--- config.mk ---
export PLATFORM = sky130hd
export DESIGN_NAME = ttl_latch_bus_arbiter
export DESIGN_NICKNAME = d
export VERILOG_FILES = /design/src/rtl/ttl_latch_bus_arbiter.sv
export SDC_FILE = /design/constraint.sdc
export NUM_CORES = 1
export LEC_CHECK = 0
export ABC_AREA = 1
export ABC_CLOCK_PERIOD_IN_PS = 2100
export BUFFER_PORTS_ARGS = -buffer_cell sky130_fd_sc_hd__buf_2
export CAP_MARGIN = 20
export CORE_AREA = 2 2 75 77
export CTS_BUF_LIST = sky130_fd_sc_hd__clkbuf_8
export DETAILED_ROUTE_END_ITERATION = 8
export DIE_AREA = 0 0 77 79
export PLACE_DENSITY = 0.7
export REMOVE_ABC_BUFFERS = 1
export SYNTH_ARGS = -nofsm -noshare
export SYNTH_HDL_FRONTEND = slang
export SYNTH_SLANG_ARGS = --single-unit
export TNS_END_PERCENT = 50
--- constraint.sdc ---
create_clock -name clk -period 2.1 [get_ports clk]
set_clock_uncertainty 0.05 [all_clocks]
set_input_delay 0.42 -clock clk [delete_from_list [all_inputs] [get_ports clk]]
set_output_delay 0.42 -clock clk [all_outputs]
set_load 0.03 [all_outputs]
--- src/rtl/ttl_latch_bus_arbiter.sv ---
// Round-robin sequencer sharing one 8-bit D bus across NREQ octal sync latches.
// Define TTL_ARB_VERIFY_EN to read back every write and flag mismatches on err.
module ttl_latch_bus_arbiter #(
  parameter int NREQ    = 4,
  parameter int STB_CYC = 2,
  parameter int GAP_CYC = 1
) (
  input  logic              clk,
  input  logic              RSTn,
  input  logic [NREQ-1:0]   req,
  input  logic [NREQ-1:0]   wr,
  input  logic [8*NREQ-1:0] din,
  output logic [NREQ-1:0]   gnt,
  output logic [NREQ-1:0]   done,
  output logic [7:0]        rdata,
  output logic              busy,
  output logic [7:0]        bus_D,
  output logic [NREQ-1:0]   lat_cen,
  output logic [NREQ-1:0]   lat_OCn,
  input  logic [7:0]        bus_Q
`ifdef TTL_ARB_VERIFY_EN
  ,
  output logic              err
`endif
);

  localparam int PTR_W   = (NREQ > 1) ? $clog2(NREQ) : 1;
  localparam int CNT_MAX = (STB_CYC > GAP_CYC) ? STB_CYC : GAP_CYC;
  localparam int CNT_W   = (CNT_MAX > 2) ? $clog2(CNT_MAX) : 1;

  localparam logic [CNT_W-1:0] STB_LOAD = CNT_W'(STB_CYC - 1);
  localparam logic [CNT_W-1:0] GAP_LOAD = CNT_W'(GAP_CYC - 1);
  localparam logic [CNT_W-1:0] CNT_ONE  = CNT_W'(1);
  localparam logic [PTR_W:0]   NREQ_X   = (PTR_W + 1)'(NREQ);
  localparam logic [PTR_W-1:0] LAST_IDX = PTR_W'(NREQ - 1);
  localparam logic [PTR_W-1:0] PTR_ONE  = PTR_W'(1);

  localparam logic [3:0] IDLE    = 4'd0;
  localparam logic [3:0] ARB     = 4'd1;
  localparam logic [3:0] SETUP   = 4'd2;
  localparam logic [3:0] STROBE  = 4'd3;
  localparam logic [3:0] RELEASE = 4'd4;
  localparam logic [3:0] OE      = 4'd5;
  localparam logic [3:0] SAMPLE  = 4'd6;
  localparam logic [3:0] DONE    = 4'd7;
`ifdef TTL_ARB_VERIFY_EN
  localparam logic [3:0] VERIFY  = 4'd8;
`endif

  logic [3:0]       state, state_nxt;
  logic [PTR_W-1:0] owner, owner_nxt;
  logic [PTR_W-1:0] ptr, ptr_nxt;
  logic [PTR_W-1:0] pick;
  logic             pick_vld;
  logic [PTR_W:0]   scan;
  logic [CNT_W-1:0] cnt, cnt_nxt;
  logic [7:0]       din_sel;
  logic [NREQ-1:0]  owner_oh_nxt;
  logic             gnt_st, cen_st, oe_st;

  // Round-robin pick: scan downward so the lowest offset from ptr wins.
  always_comb begin
    pick     = ptr;
    pick_vld = 1'b0;
    scan     = '0;
    for (int k = NREQ - 1; k >= 0; k--) begin
      scan = {1'b0, ptr} + (PTR_W + 1)'(k);
      if (scan >= NREQ_X) scan = scan - NREQ_X;
      if (req[scan[PTR_W-1:0]]) begin
        pick     = scan[PTR_W-1:0];
        pick_vld = 1'b1;
      end
    end
  end

  always_comb begin
    din_sel = din[7:0];
    for (int i = 0; i < NREQ; i++) begin
      if (pick == PTR_W'(i)) din_sel = din[8*i +: 8];
    end
  end

  always_comb begin
    state_nxt = state;
    owner_nxt = owner;
    ptr_nxt   = ptr;
    cnt_nxt   = cnt;
    case (state)
      IDLE: begin
        if (|req) state_nxt = ARB;
      end
      ARB: begin
        if (pick_vld) begin
          owner_nxt = pick;
          state_nxt = wr[pick] ? SETUP : OE;
        end else begin
          state_nxt = IDLE;
        end
      end
      SETUP: begin
        state_nxt = STROBE;
        cnt_nxt   = STB_LOAD;
      end
      STROBE: begin
        if (cnt == '0) begin
          state_nxt = RELEASE;
          cnt_nxt   = GAP_LOAD;
        end else begin
          cnt_nxt = cnt - CNT_ONE;
        end
      end
      RELEASE: begin
        if (cnt == '0) begin
`ifdef TTL_ARB_VERIFY_EN
          state_nxt = VERIFY;
          cnt_nxt   = CNT_ONE;
`else
          state_nxt = DONE;
`endif
        end else begin
          cnt_nxt = cnt - CNT_ONE;
        end
      end
`ifdef TTL_ARB_VERIFY_EN
      VERIFY: begin
        if (cnt == '0) state_nxt = DONE;
        else           cnt_nxt   = cnt - CNT_ONE;
      end
`endif
      OE:     state_nxt = SAMPLE;
      SAMPLE: state_nxt = DONE;
      DONE: begin
        state_nxt = IDLE;
        ptr_nxt   = (owner == LAST_IDX) ? '0 : owner + PTR_ONE;
      end
      default: state_nxt = IDLE;
    endcase
  end

  // Latch strobes are registered from the next state so cen/OCn never glitch.
  always_comb begin
    owner_oh_nxt            = '0;
    owner_oh_nxt[owner_nxt] = 1'b1;
    gnt_st = (state_nxt != IDLE) && (state_nxt != ARB) && (state_nxt != DONE);
    cen_st = (state_nxt == STROBE);
    oe_st  = (state_nxt == OE) || (state_nxt == SAMPLE);
`ifdef TTL_ARB_VERIFY_EN
    if (state_nxt == VERIFY) oe_st = 1'b1;
`endif
  end

  always_ff @(posedge clk or negedge RSTn) begin
    if (!RSTn) begin
      state   <= IDLE;
      owner   <= '0;
      ptr     <= '0;
      cnt     <= '0;
      gnt     <= '0;
      done    <= '0;
      lat_cen <= '0;
      lat_OCn <= '1;
      busy    <= 1'b0;
    end else begin
      state   <= state_nxt;
      owner   <= owner_nxt;
      ptr     <= ptr_nxt;
      cnt     <= cnt_nxt;
      gnt     <= gnt_st ? owner_oh_nxt : '0;
      done    <= (state_nxt == DONE) ? owner_oh_nxt : '0;
      lat_cen <= cen_st ? owner_oh_nxt : '0;
      lat_OCn <= oe_st ? ~owner_oh_nxt : '1;
      busy    <= (state_nxt != IDLE);
    end
  end

  // bus_D is frozen from ARB until the next ARB; rdata captures at end of SAMPLE.
  always_ff @(posedge clk or negedge RSTn) begin
    if (!RSTn) begin
      bus_D <= '0;
      rdata <= '0;
    end else begin
      if ((state == ARB) && pick_vld) bus_D <= din_sel;
      if (state == SAMPLE)            rdata <= bus_Q;
    end
  end

`ifdef TTL_ARB_VERIFY_EN
  always_ff @(posedge clk or negedge RSTn) begin
    if (!RSTn) begin
      err <= 1'b0;
    end else if ((state == VERIFY) && (cnt == '0) && (bus_Q != bus_D)) begin
      err <= 1'b1;
    end
  end
`endif

endmodule

==> key figures, run 1 <==
Outcome
  • Outcome: finished clean

Drt
  • Final WL: 4.624 mm
  • Routed wire per std cell: 10.80 µm
  • Iteration-0 DRC Markers: 69
  • Vias: 1,982
  • DRC: 0
  • Pre-Repair DR Iteration Count: 4
  • Via/cell ratio: 4.631
  • Post-route ant nets: 0

Global routing
  • Grt ovf: 0
  • Largest net degree at the start of global routing: 24
  • GRT Overall Usage: 16.41%
  • Antenna violations before repair: 0
  • First-pass GRT wire length: 8.169 mm
  • Vias in the first global route: 2,007

Synthesis
  • Compound-cell area share of the yosys netlist: 7.513%
  • Area leader, netlist: dfrtp_1
  • EDFF count, synth: 0
  • Avg Cell Area, Syn: 8.455 µm²
  • Most used flip-flop cell after synthesis: dfrtp_1
  • Synth cell count leaders: nand2_1 (67), dfrtp_1 (38), nor2_1 (25)
  • Synth Area in Adders: 0.5692%
  • Mux cell area share after synthesis: 4.098%
  • Synth async-reset ratio: 100.0%
  • Mapped Area: 2198 µm²
  • Combinational family with the most area after synthesis: simple AND/OR/NAND/NOR gates
  • Leading cell type by number of instances after synthesis: nand2_1
  • Top cells by area, synth: dfrtp_1 (43%), nand2_1 (11%), nand3_1 (5.2%)
  • Simple-gate area share of the yosys netlist: 32.21%
  • Cells after synthesis: 260
  • XOR/XNOR Fraction of Synth Area: 0%
  • Count of cell types in the netlist: 31
  • Sequential cell area fraction in the yosys report: 48.04%
  • YS warnings: 0
  • Number of synthesized register bits: 42
  • Synth top area share: 43.26%

Critical path
  • Worst EP required: 2.23 ns
  • Cells along the critical path: inv_6, nand2_1, nand2_1, nand2_1, nand2_1, nand2_1, nand2_2, nand2_2, nand2_2, nand2_4, nand2_1, nand2_1, nand2_2, nand2_2, nand2_4, nand4_2, or2_1
  • Worst path buffer plus inverter count: 1
  • Top cell by count, worst path: nand2_1
  • Startpoint Class: flip-flop
  • Crit-path max cell delay: 0.49 ns
  • Kind of cell adding the most delay to the critical path: simple AND/OR/NAND/NOR gates
  • Crit end category: flip-flop
  • Critical Path AT: 2.18 ns
  • R2R Setup Slk: 0.05 ns
  • Crit-path max FO: 9
  • Slowest CP cell: dfrtp_2
  • CP Class: flip-flop to flip-flop

Cells and area
  • Layout Area Growth over Synthesis: 30.16%
  • # diodes: 0
  • Post-route cell area: 2861 µm²
  • Core Util, Final: 53.61%
  • Final #Nets: 406
  • Final Non-Filler Cells: 428
  • Ratio of cells with drive above 1 in the final layout: 42.98%

Placed design
  • DP Area: 2756 µm²
  • Place WS: -0.09068 ns
  • Post-DP HPWL: 3.807 mm
  • Placed cell count: 419
  • Placer Congestion: 0.8788
  • Port Buffers: 82

Pwr
  • Clk pwr share: 10.1%
  • Switching portion of total power: 50.58%
  • Leak Pwr: 1.532 nW
  • Tot Pwr: 4.920 mW
  • Logic pwr share: 63.5%
  • Pint: 2.431 mW
  • Peak supply drop: 0.0008362 V
  • Psw: 2.489 mW
  • Pwr dens: 1719 nW/µm²
  • Sequential share of power: 26.5%

CTS
  • CTS Hold Buffers Added: 0
  • Clock sinks: 42
  • CTS tree: built
  • CTS H-tree depth: 2
  • CTS Buf Count: 5
  • Clk_lat worst skew: 0.29 ns
  • CTS max path bufs: 2
  • Clock transition at path regs: 0.08 ns
  • Clock root cell: clkbuf_8

STA
  • RSZ-0062 raised after global routing: true
  • Tmin final: 2.050 ns
  • Tcrit/Tclk final: 97.60%
  • Number of setup violations in the final report: 0
  • PnR worst setup slack: 0.05038 ns
  • Total negative setup slack: 0 ns
  • Max Slew Vio Count: 0
  • Final Hold Fails: 0
  • Fmax: 487.9 MHz
  • Tightest hold margin: 0.02735 ns

Worst hold path
  • Worst hold path class: input port to asynchronous set/reset pin

Floorplan
  • Die span in x: 77 µm
  • Die area: 6083 µm²
  • Die Span Y: 79 µm
  • Initial Utilization: 41.19%
  • Row cnt: 27
  • Num ports: 83
  • Core ar.: 5338 µm²

Job
  • Max-Cap Viols: 0
==> worst reg2reg max path: cells and delay by family (launching register included) <==
kind,cells,cell delay (ns)
buffers and inverters,1,0.10
DFF,1,0.49
and+or+nand+nor,16,1.31
==> area by class of cell <==
cell class	count	area (µm²)
multi-input cells	179	987.2
flip-flops and latches	42	1057
well taps	72	90.09
repair buffers	93	505.5
inverters	34	135.1
clock buffers	5	68.82
fillers	547	2476
clock inverters	3	17.52
==> logic make-up after synthesis <==
group / count (synthesis)
other: 1
adders and majority gates: 1
DFF: 42
buffers and inverters: 39
AOI/OAI and AO/OA: 24
and+or+nand+nor: 145
muxes: 8
==> final timing paths <==
kind	start	to	cells after the start
setup / recovery	ptr[0]	busy	17
hold / removal	RSTn	gnt[1]	1
setup reg to reg	ptr[0]	busy	17
hold reg to reg	bus_D[2]	bus_D[2]	2
max in group asynchronous	RSTn	lat_OCn[3]	2
min in group clk	bus_Q[5]	rdata[5]	2
==> cell usage in the layout, fill, tap and decap left out, types with 8 or more instances in the layout <==
cell	instances
nand3_1	23
nand2_1	66
nor2_1	25
buf_2	82
mux2_2	8
inv_2	9
nand2_2	10
inv_1	24
buf_4	10
o211ai_1	11
dfrtp_1	37
==> routing by layer <==
layer,up-vias,GRT usage [%],wire (µm)
met2,41,31.49,2443
met1,910,18.95,1982
met3,6,3.068,159
li1,1025,-,-
met4,0,3.750,39
met5,-,0,0
==> registers in the layout, summed over array words and instances (netlist names) <==
register	cells
bus_D	8
rdata	8
lat_OCn	4
owner	2
busy	1
ptr	2
done	4
lat_cen	4
state	4
gnt	4
cnt	1
==> timing repair <==
item | CTS | global route
buffers inserted | 0 | 1
resized for setup | 3 | 1
setup endpoints to repair | 13 | 20
==> power groups by stage <==
stage / combinational [mW] / sequential (mW) / clock (mW)
floorplan: 1.86 / 1.76 / 0
global placement: 3.06 / 1.32 / 0
detailed placement: 3.10 / 1.32 / 0
CTS: 3.14 / 1.31 / 0.517
global route: 3.49 / 1.34 / 0.546
finish: 3.12 / 1.30 / 0.495
Power figures use the tool's default switching activity.
==> run 2: changes to the inputs <==
--- a/config.mk
+++ b/config.mk
@@ -6,13 +6,13 @@
 export NUM_CORES = 1
 export LEC_CHECK = 0
 export ABC_AREA = 1
-export ABC_CLOCK_PERIOD_IN_PS = 2100
+export ABC_CLOCK_PERIOD_IN_PS = 1900
 export BUFFER_PORTS_ARGS = -buffer_cell sky130_fd_sc_hd__buf_2
 export CAP_MARGIN = 20
-export CORE_AREA = 2 2 75 77
+export CORE_AREA = 5 5 78 80
 export CTS_BUF_LIST = sky130_fd_sc_hd__clkbuf_8
 export DETAILED_ROUTE_END_ITERATION = 8
-export DIE_AREA = 0 0 77 79
+export DIE_AREA = 0 0 83 85
 export PLACE_DENSITY = 0.7
 export REMOVE_ABC_BUFFERS = 1
 export SYNTH_ARGS = -nofsm -noshare
==> constraint.sdc (replaced) <==
create_clock -name clk -period 1.9 [get_ports clk]
set_clock_uncertainty 0.05 [all_clocks]
set_input_delay 0.38 -clock clk [delete_from_list [all_inputs] [get_ports clk]]
set_output_delay 0.38 -clock clk [all_outputs]
set_load 0.03 [all_outputs]
==> run 2 against run 1 <==
  * The flow now finishes with violations (negative setup slack)
  * Combinational power grew 27%
  * Utilization grew 3.5 points
  * Power grew 21%
  * Hold slack gained 0.014 ns
  * Largest cell class unchanged
  * Largest power group unchanged
==> key figures, run 2 (synthesis gave the netlist of run 1 again) <==
Outcome
  • Outcome: finished, violations left
  • Failing checks: negative setup slack

Critical path
  • Worst EP required: 2.03 ns (-0.20 ns)
  • Crit-path max FO: 6 (-3)
  • R2R Setup Slk: -0.19 ns (-0.24 ns)
  • R2r endpoint: gnt[3]
  • Crit end category: flip-flop
  • Worst r2r src: ptr[0]
  • Critical Path AT: 2.23 ns (+0.05 ns)
  • CP Class: flip-flop to flip-flop
  • Worst setup path startpoint: ptr[0]
  • Startpoint Class: flip-flop
  • Worst r2r path cells: 19 (+2)

CTS
  • CTS H-tree depth: 2 (unchanged)
  • CTS Buf Count: 5 (unchanged)
  • Clock sinks: 42 (unchanged)
  • Clock root cell: clkbuf_8
  • Clock transition at path regs: 0.08 ns (about the same)
  • Clk_lat worst skew: 0.29 ns (about the same)
  • CTS tree: built
  • CTS max path bufs: 2 (unchanged)

STA
  • Number of setup violations in the final report: 24 (+24)
  • RSZ-0062 raised after global routing: true
  • Max Slew Vio Count: 0 (unchanged)
  • Final Hold Fails: 0 (unchanged)
  • Fmax: 478.3 MHz (-2.0%)
  • Total negative setup slack: -2.598 ns (-2.598 ns)
  • Tmin final: 2.091 ns (+0.04102 ns)
  • PnR worst setup slack: -0.1906 ns (-0.2410 ns)
  • Slew Limit Headroom: 59.75%
  • Worst Tran Pin Value: 0.6037 ns
  • Tcrit/Tclk final: 110.0% (+12 points)

Drt
  • Post-route ant nets: 0 (unchanged)
  • DRC: 0 (unchanged)
  • Pre-Repair DR Iteration Count: 4 (unchanged)
  • Routed wire per std cell: 12.00 µm (+11%)
  • Final WL: 5.341 mm (+16%)
  • Via/cell ratio: 4.643 (+0.26%)
  • Vias: 2,066 (+4.2%)
  • Iteration-0 DRC Markers: 78 (+13%)

Floorplan
  • Row cnt: 27 (unchanged)
  • Die area: 7055 µm² (+16%)
  • Initial Utilization: 41.19% (unchanged)
  • Core ar.: 5338 µm² (unchanged)
  • Die span in x: 83 µm (+7.8%)
  • Die Span Y: 85 µm (+7.6%)
  • Num ports: 83 (unchanged)

Pwr
  • Peak supply drop: 0.001088 V (+30%)
  • Pwr dens: 1952 nW/µm² (+14%)
  • Logic pwr share: 66.6% (+3.1 points)
  • Clk pwr share: 9.4% (-0.7 points)
  • Pint: 2.984 mW (+23%)
  • Sequential share of power: 24.1% (-2.4 points)
  • Psw: 2.971 mW (+19%)
  • Switching portion of total power: 49.89% (-0.69 points)
  • Leak Pwr: 1.616 nW (+5.5%)

Global routing
  • First-pass GRT wire length: 8.845 mm (+8.3%)
  • GRT Overall Usage: 15.21% (-1.2 points)
  • Grt ovf: 0 (unchanged)
  • Largest net degree at the start of global routing: 30 (+25%)
  • Antenna violations before repair: 0 (unchanged)
  • Vias in the first global route: 2,074 (+3.3%)

Cells and area
  • Most common cell after layout, fill and taps aside: buf_2
  • Largest registers: bus_D x8, rdata x8
  • # diodes: 0 (unchanged)
  • Layout Area Growth over Synthesis: 38.76%
  • Final #Nets: 423 (+4.2%)
  • Post-route cell area: 3050 µm² (+6.6%)
  • Ratio of cells with drive above 1 in the final layout: 49.87% (+6.9 points)
  • Most frequent cells in the layout: buf_2 (82), nand2_1 (57), dfrtp_1 (37)
  • # fillers: 495 (-9.5%)

Placed design
  • DP Area: 2841 µm² (+3.1%)
  • Placer Congestion: 0.7933 (-9.7%)
  • Post-DP HPWL: 4.124 mm (+8.3%)
  • Port Buffers: 82 (unchanged)

Worst hold path
  • Worst hold path class: input port to asynchronous set/reset pin

Job
  • Max-Cap Viols: 0 (unchanged)
run 2: metal layers:
metal / global-route usage, % / up-vias / share of wire [%]
li1: - / 1058 / -
met1: 18.09 / 957 / 41
met2: 26.02 / 47 / 52
met3: 4.757 / 4 / 5.6
met4: 5.349 / 0 / 1.3
met5: 0 / - / 0
run 2: area by class of cell:
class	count	area [µm²]	area share (%)
repair buffers	110	628.1	20.59
clock buffers	5	68.82	2.256
multi-input cells	179	1050	34.41
flip-flops and latches	42	1057	34.66
clock inverters	3	21.27	0.6973
inverters	34	135.1	4.430
well taps	72	90.09	2.953
run 2: worst max-delay path, cell delays in order (launching register included):
cell and delay (ns):
dfrtp_2 0.47, buf_6 0.15, nand2_2 0.06, nand2_2 0.07, nand2_1 0.08, nand2_1 0.06, inv_2 0.05, nand2_2 0.06
nand2_2 0.07, nand2_4 0.06, nand2_4 0.08, nand2_2 0.06, nand2_2 0.05, nand2_2 0.06, nand2_2 0.07, nand2_4 0.09
nand2_4 0.11, nand3_4 0.11, nand2_4 0.11, nor2_2 0.04
run 2: how the worst max path moves through the flow:
stage / endpoint / slack (ns) / cells past startpoint
final: gnt[3] / -0.19 / 19
after floorplan: gnt[1] / -0.08 / 19
after detailed placement: bus_D[7] / -0.26 / 15
after CTS: lat_cen[3] / -0.19 / 17
after global routing: gnt[3] / -0.33 / 19
after global placement: bus_D[4] / -0.20 / 14
run 2: repair_timing:
action / in CTS / in global routing
setup endpoints to repair: 26 / 29
hold buffers: 0 / 0
setup buffers: 0 / 5
pin swaps: 0 / 9
gates resized for setup: 3 / 24
run 2: power groups by stage:
stage	Clock [mW]	Sequential [mW]	Combinational (mW)
3_3_place_gp	0	1.44	3.61
4_1_cts	0.580	1.44	3.69
5_1_grt	0.622	1.47	4.39
3_5_place_dp	0	1.45	3.65
2_1_floorplan	0	1.94	2.05
6_report	0.559	1.43	3.96
run 2: metrics by stage:
| stage | setup slack [ns] | util (%) | hold WS, ns | instances | power (mW) |
|---|---|---|---|---|---|
| finish | -0.1906 | 57.15 | 0.04102 | 445 | 5.955 |
| global route | -0.3299 | 57.15 | 0.09197 | 445 | 6.489 |
| CTS | -0.1860 | 55.09 | 0.05489 | 440 | 5.707 |
| detailed placement | -0.2613 | 53.23 | 0.3745 | 432 | 5.101 |
| global placement | -0.1952 | 53.23 | 0.3748 | 432 | 5.050 |
| floorplan | -0.08323 | - | 0.03441 | 255 | 3.997 |
==> run 3: changes to the inputs <==
--- a/config.mk
+++ b/config.mk
@@ -5,12 +5,11 @@
 export SDC_FILE = /design/constraint.sdc
 export NUM_CORES = 1
 export LEC_CHECK = 0
-export ABC_AREA = 1
 export ABC_CLOCK_PERIOD_IN_PS = 1900
 export BUFFER_PORTS_ARGS = -buffer_cell sky130_fd_sc_hd__buf_2
 export CAP_MARGIN = 20
 export CORE_AREA = 5 5 78 80
-export CTS_BUF_LIST = sky130_fd_sc_hd__clkbuf_8
+export CTS_BUF_LIST = sky130_fd_sc_hd__clkbuf_8 sky130_fd_sc_hd__clkbuf_16
 export DETAILED_ROUTE_END_ITERATION = 8
 export DIE_AREA = 0 0 83 85
 export PLACE_DENSITY = 0.7
==> run 3 against run 2 <==
  * The run ends with negative hold slack left
  * Worst setup slack gained 0.23 ns
  * Design area grew 3.2%
  * Utilization grew 1.8 points
  * Register-to-register slack gained 0.23 ns
  * Via count shrank 1.7%
  * Cell count shrank 11%
  * First-iteration DRC count grew 3.8%
  * Fmax grew 13%
  * Routed wire length grew 8.8%
  * Critical endpoint is now done[1]
  * Largest power group unchanged
==> key figures, run 3 <==
Floorplan
  • Die span in x: 83 µm (unchanged)
  • Initial Utilization: 41.73% (+0.54 points)
  • Core ar.: 5338 µm² (unchanged)
  • Die area: 7055 µm² (unchanged)
  • Die Span Y: 85 µm (unchanged)
  • Num ports: 83 (unchanged)
  • Row cnt: 27 (unchanged)

STA
  • PnR worst setup slack: 0.04218 ns (+0.2328 ns)
  • Worst Tran Pin Value: 0.5094 ns (-0.09430 ns)
  • Tmin final: 1.858 ns (-0.2328 ns)
  • Fmax: 538.3 MHz (+13%)
  • Tcrit/Tclk final: 97.78% (-12 points)
  • Total negative setup slack: 0 ns (+2.598 ns)
  • Slew Limit Headroom: 66.04% (+6.3 points)
  • Max Slew Vio Count: 0 (unchanged)
  • Number of setup violations in the final report: 0 (-100%)
  • RSZ-0062 raised after global routing: true
  • Tightest hold margin: -0.006248 ns (-0.04727 ns)
  • Final Hold Fails: 8 (+8)

Pwr
  • Logic pwr share: 52.0% (-15 points)
  • Pwr dens: 1328 nW/µm² (-32%)
  • Psw: 1.744 mW (-41%)
  • Peak supply drop: 0.0006689 V (-39%)
  • Switching portion of total power: 41.71% (-8.2 points)
  • Sequential share of power: 31.6% (+7.5 points)
  • Clk pwr share: 16.4% (+7.0 points)
  • Leak Pwr: 1.511 nW (-6.5%)
  • Pint: 2.438 mW (-18%)

Cells and area
  • # diodes: 0 (unchanged)
  • Largest registers: bus_D x8, rdata x8
  • Ratio of cells with drive above 1 in the final layout: 53.99% (+4.1 points)
  • FF+latch area: 1057 µm² (unchanged)
  • Most frequent cells in the layout: buf_2 (82), buf_4 (40), dfrtp_1 (37)
  • Final #Nets: 376 (-11%)
  • # fillers: 473 (-4.4%)
  • Core Util, Final: 58.98% (+1.8 points)
  • Final Non-Filler Cells: 398 (-11%)
  • Multi-input gate area: 1142 µm² (+8.8%)
  • Most common cell after layout, fill and taps aside: buf_2
  • Layout Area Growth over Synthesis: 41.35%

CTS
  • CTS max path bufs: 2 (unchanged)
  • CTS tree: built
  • Clk_lat worst skew: 0.29 ns (about the same)
  • Clock root cell: clkbuf_8
  • CTS Buf Count: 5 (unchanged)
  • CTS H-tree depth: 2 (unchanged)
  • Clock transition at path regs: 0.08 ns (about the same)
  • Clock sinks: 42 (unchanged)

Synthesis
  • Sequential cell area fraction in the yosys report: 47.42% (-0.62 points)
  • Synth top area share: 42.70% (-0.56 points)
  • Leading cell type by number of instances after synthesis: dfrtp_1
  • Count of cell types in the netlist: 54 (+74%)
  • Top cells by area, synth: dfrtp_1 (43%), nor2_1 (5.6%), dfstp_2 (4.7%)
  • Number of synthesized register bits: 42 (unchanged)
  • Synth cell count leaders: dfrtp_1 (38), nor2_1 (33), mux2_2 (9)
  • EDFF count, synth: 0 (unchanged)
  • YS warnings: 0 (unchanged)
  • Mapped Area: 2227 µm² (+1.3%)
  • Area leader, netlist: dfrtp_1
  • Synth async-reset ratio: 100.0% (unchanged)
  • Avg Cell Area, Syn: 10.92 µm² (+29%)
  • Cells after synthesis: 204 (-22%)
  • Most used flip-flop cell after synthesis: dfrtp_1

Global routing
  • Largest net degree at the start of global routing: 24 (-20%)
  • Grt ovf: 0 (unchanged)
  • Antenna violations before repair: 0 (unchanged)
  • Vias in the first global route: 2,086 (+0.58%)
  • First-pass GRT wire length: 9.922 mm (+12%)
  • GRT Overall Usage: 17.20% (+2.0 points)

Critical path
  • CP Class: flip-flop to flip-flop
  • Worst EP required: 2.07 ns (+0.04 ns)
  • Crit end category: flip-flop
  • Critical Path AT: 2.03 ns (-0.20 ns)
  • Crit-path max FO: 4 (-2)
  • Startpoint Class: flip-flop

Outcome
  • Failing checks: negative hold slack
  • Outcome: finished, violations left

Placed design
  • Post-DP HPWL: 4.651 mm (+13%)
  • Port Buffers: 82 (unchanged)
  • Place WS: -0.2203 ns (+0.04100 ns)
  • Placer Congestion: 0.8142 (+2.6%)
  • Placed cell count: 388 (-10%)

Drt
  • Pre-Repair DR Iteration Count: 4 (unchanged)
  • DRC: 0 (unchanged)
  • Vias: 2,031 (-1.7%)
  • Final WL: 5.812 mm (+8.8%)
  • Routed wire per std cell: 14.60 µm (+22%)
  • Post-route ant nets: 0 (unchanged)
  • Iteration-0 DRC Markers: 81 (+3.8%)
  • Via/cell ratio: 5.103 (+9.9%)

Worst hold path
  • Worst hold path class: input port to asynchronous set/reset pin

Job
  • Max-Cap Viols: 0 (unchanged)
-- run 3: cell count changes in the layout (fill, tap and decap cells not counted), sizes merged, moves of 8 or more --
| cell | delta |
|---|---|
| o211ai | -10 |
| and4 | +8 |
| inv | -31 |
| nand3 | -23 |
| nand2 | -73 |
| buf | +14 |
| mux2i | +8 |
| a211oi | +15 |
-- run 3: layer usage --
metal / track usage [%] / share of wire, % / wire length, µm
met2: 28.35 / 48 / 2796
met1: 21.74 / 44 / 2545
met3: 4.466 / 6.0 / 351
met4: 6.538 / 2.0 / 119
met5: 0 / 0 / 0
-- run 3: metrics by stage --
step / power [mW] / area (µm²)
6_report: 4.182 / 3148
5_1_grt: 4.468 / 3148
4_1_cts: 4.135 / 3082
3_5_place_dp: 3.438 / 2972
3_3_place_gp: 3.400 / 2972
2_1_floorplan: 2.630 / 2158
-- run 3: cell type report --
cell class | instances | area share (%)
Inverter | 2 | 0.2385
Clock buffer | 5 | 2.186
Sequential cell | 42 | 33.58
Multi-Input combinational cell | 150 | 36.29
Tap cell | 72 | 2.862
Timing Repair Buffer | 124 | 23.57
Clock inverter | 3 | 1.272
-- run 3: power by group through the flow --
stage                     registers (mW)  logic [mW]  clock network [mW]
after global routing                1.36        2.37               0.746
after CTS                           1.32        2.11               0.706
final                               1.32        2.17               0.687
after floorplan                     1.72       0.911                   0
after detailed placement            1.33        2.11                   0
after global placement              1.33        2.07                   0
-- run 3: repair_timing --
item                                    CTS  global route
gates cloned                              0             0
endpoints found under the setup margin    6            20
pin swaps                                 1             2
hold buffers                              0             0
setup buffers                             0             2
gates resized for setup                   1            11
-- run 3: logic make-up (layout without fill, tap and decap cells) --
logic type,count (synthesis),count (layout),synth area share [%]
mux,18,18,8.820
other cells,1,1,0.1684
buf+inv,12,134,3.427
flops,42,42,47.42
simple gates,80,80,20.28
compound gates,50,50,19.33
fa+ha+maj,1,1,0.5617
-- run 3: path summary, 6_finish.rpt --
path / slack, ns / depth (start not counted) / from / to
worst max-delay path: 0.04 / 7 / ptr[0] / done[1]
worst min-delay path: -0.006 / 1 / RSTn / state[3]
worst max register to register: 0.04 / 7 / ptr[0] / done[1]
worst min register to register: 0.45 / 1 / rdata[4] / rdata[4]
max in group asynchronous: 1.24 / 2 / RSTn / rdata[2]
min in group clk: 0.27 / 2 / bus_Q[4] / rdata[4]
-- run 3: worst max-delay path, stage by stage (launching register included) --
cell and delay (ns):
dfrtp_1 0.37, and2b_2 0.24, o21a_4 0.22, buf_4 0.14, nor4_4 0.33, a31oi_1 0.18, buf_4 0.17, nor2_1 0.09
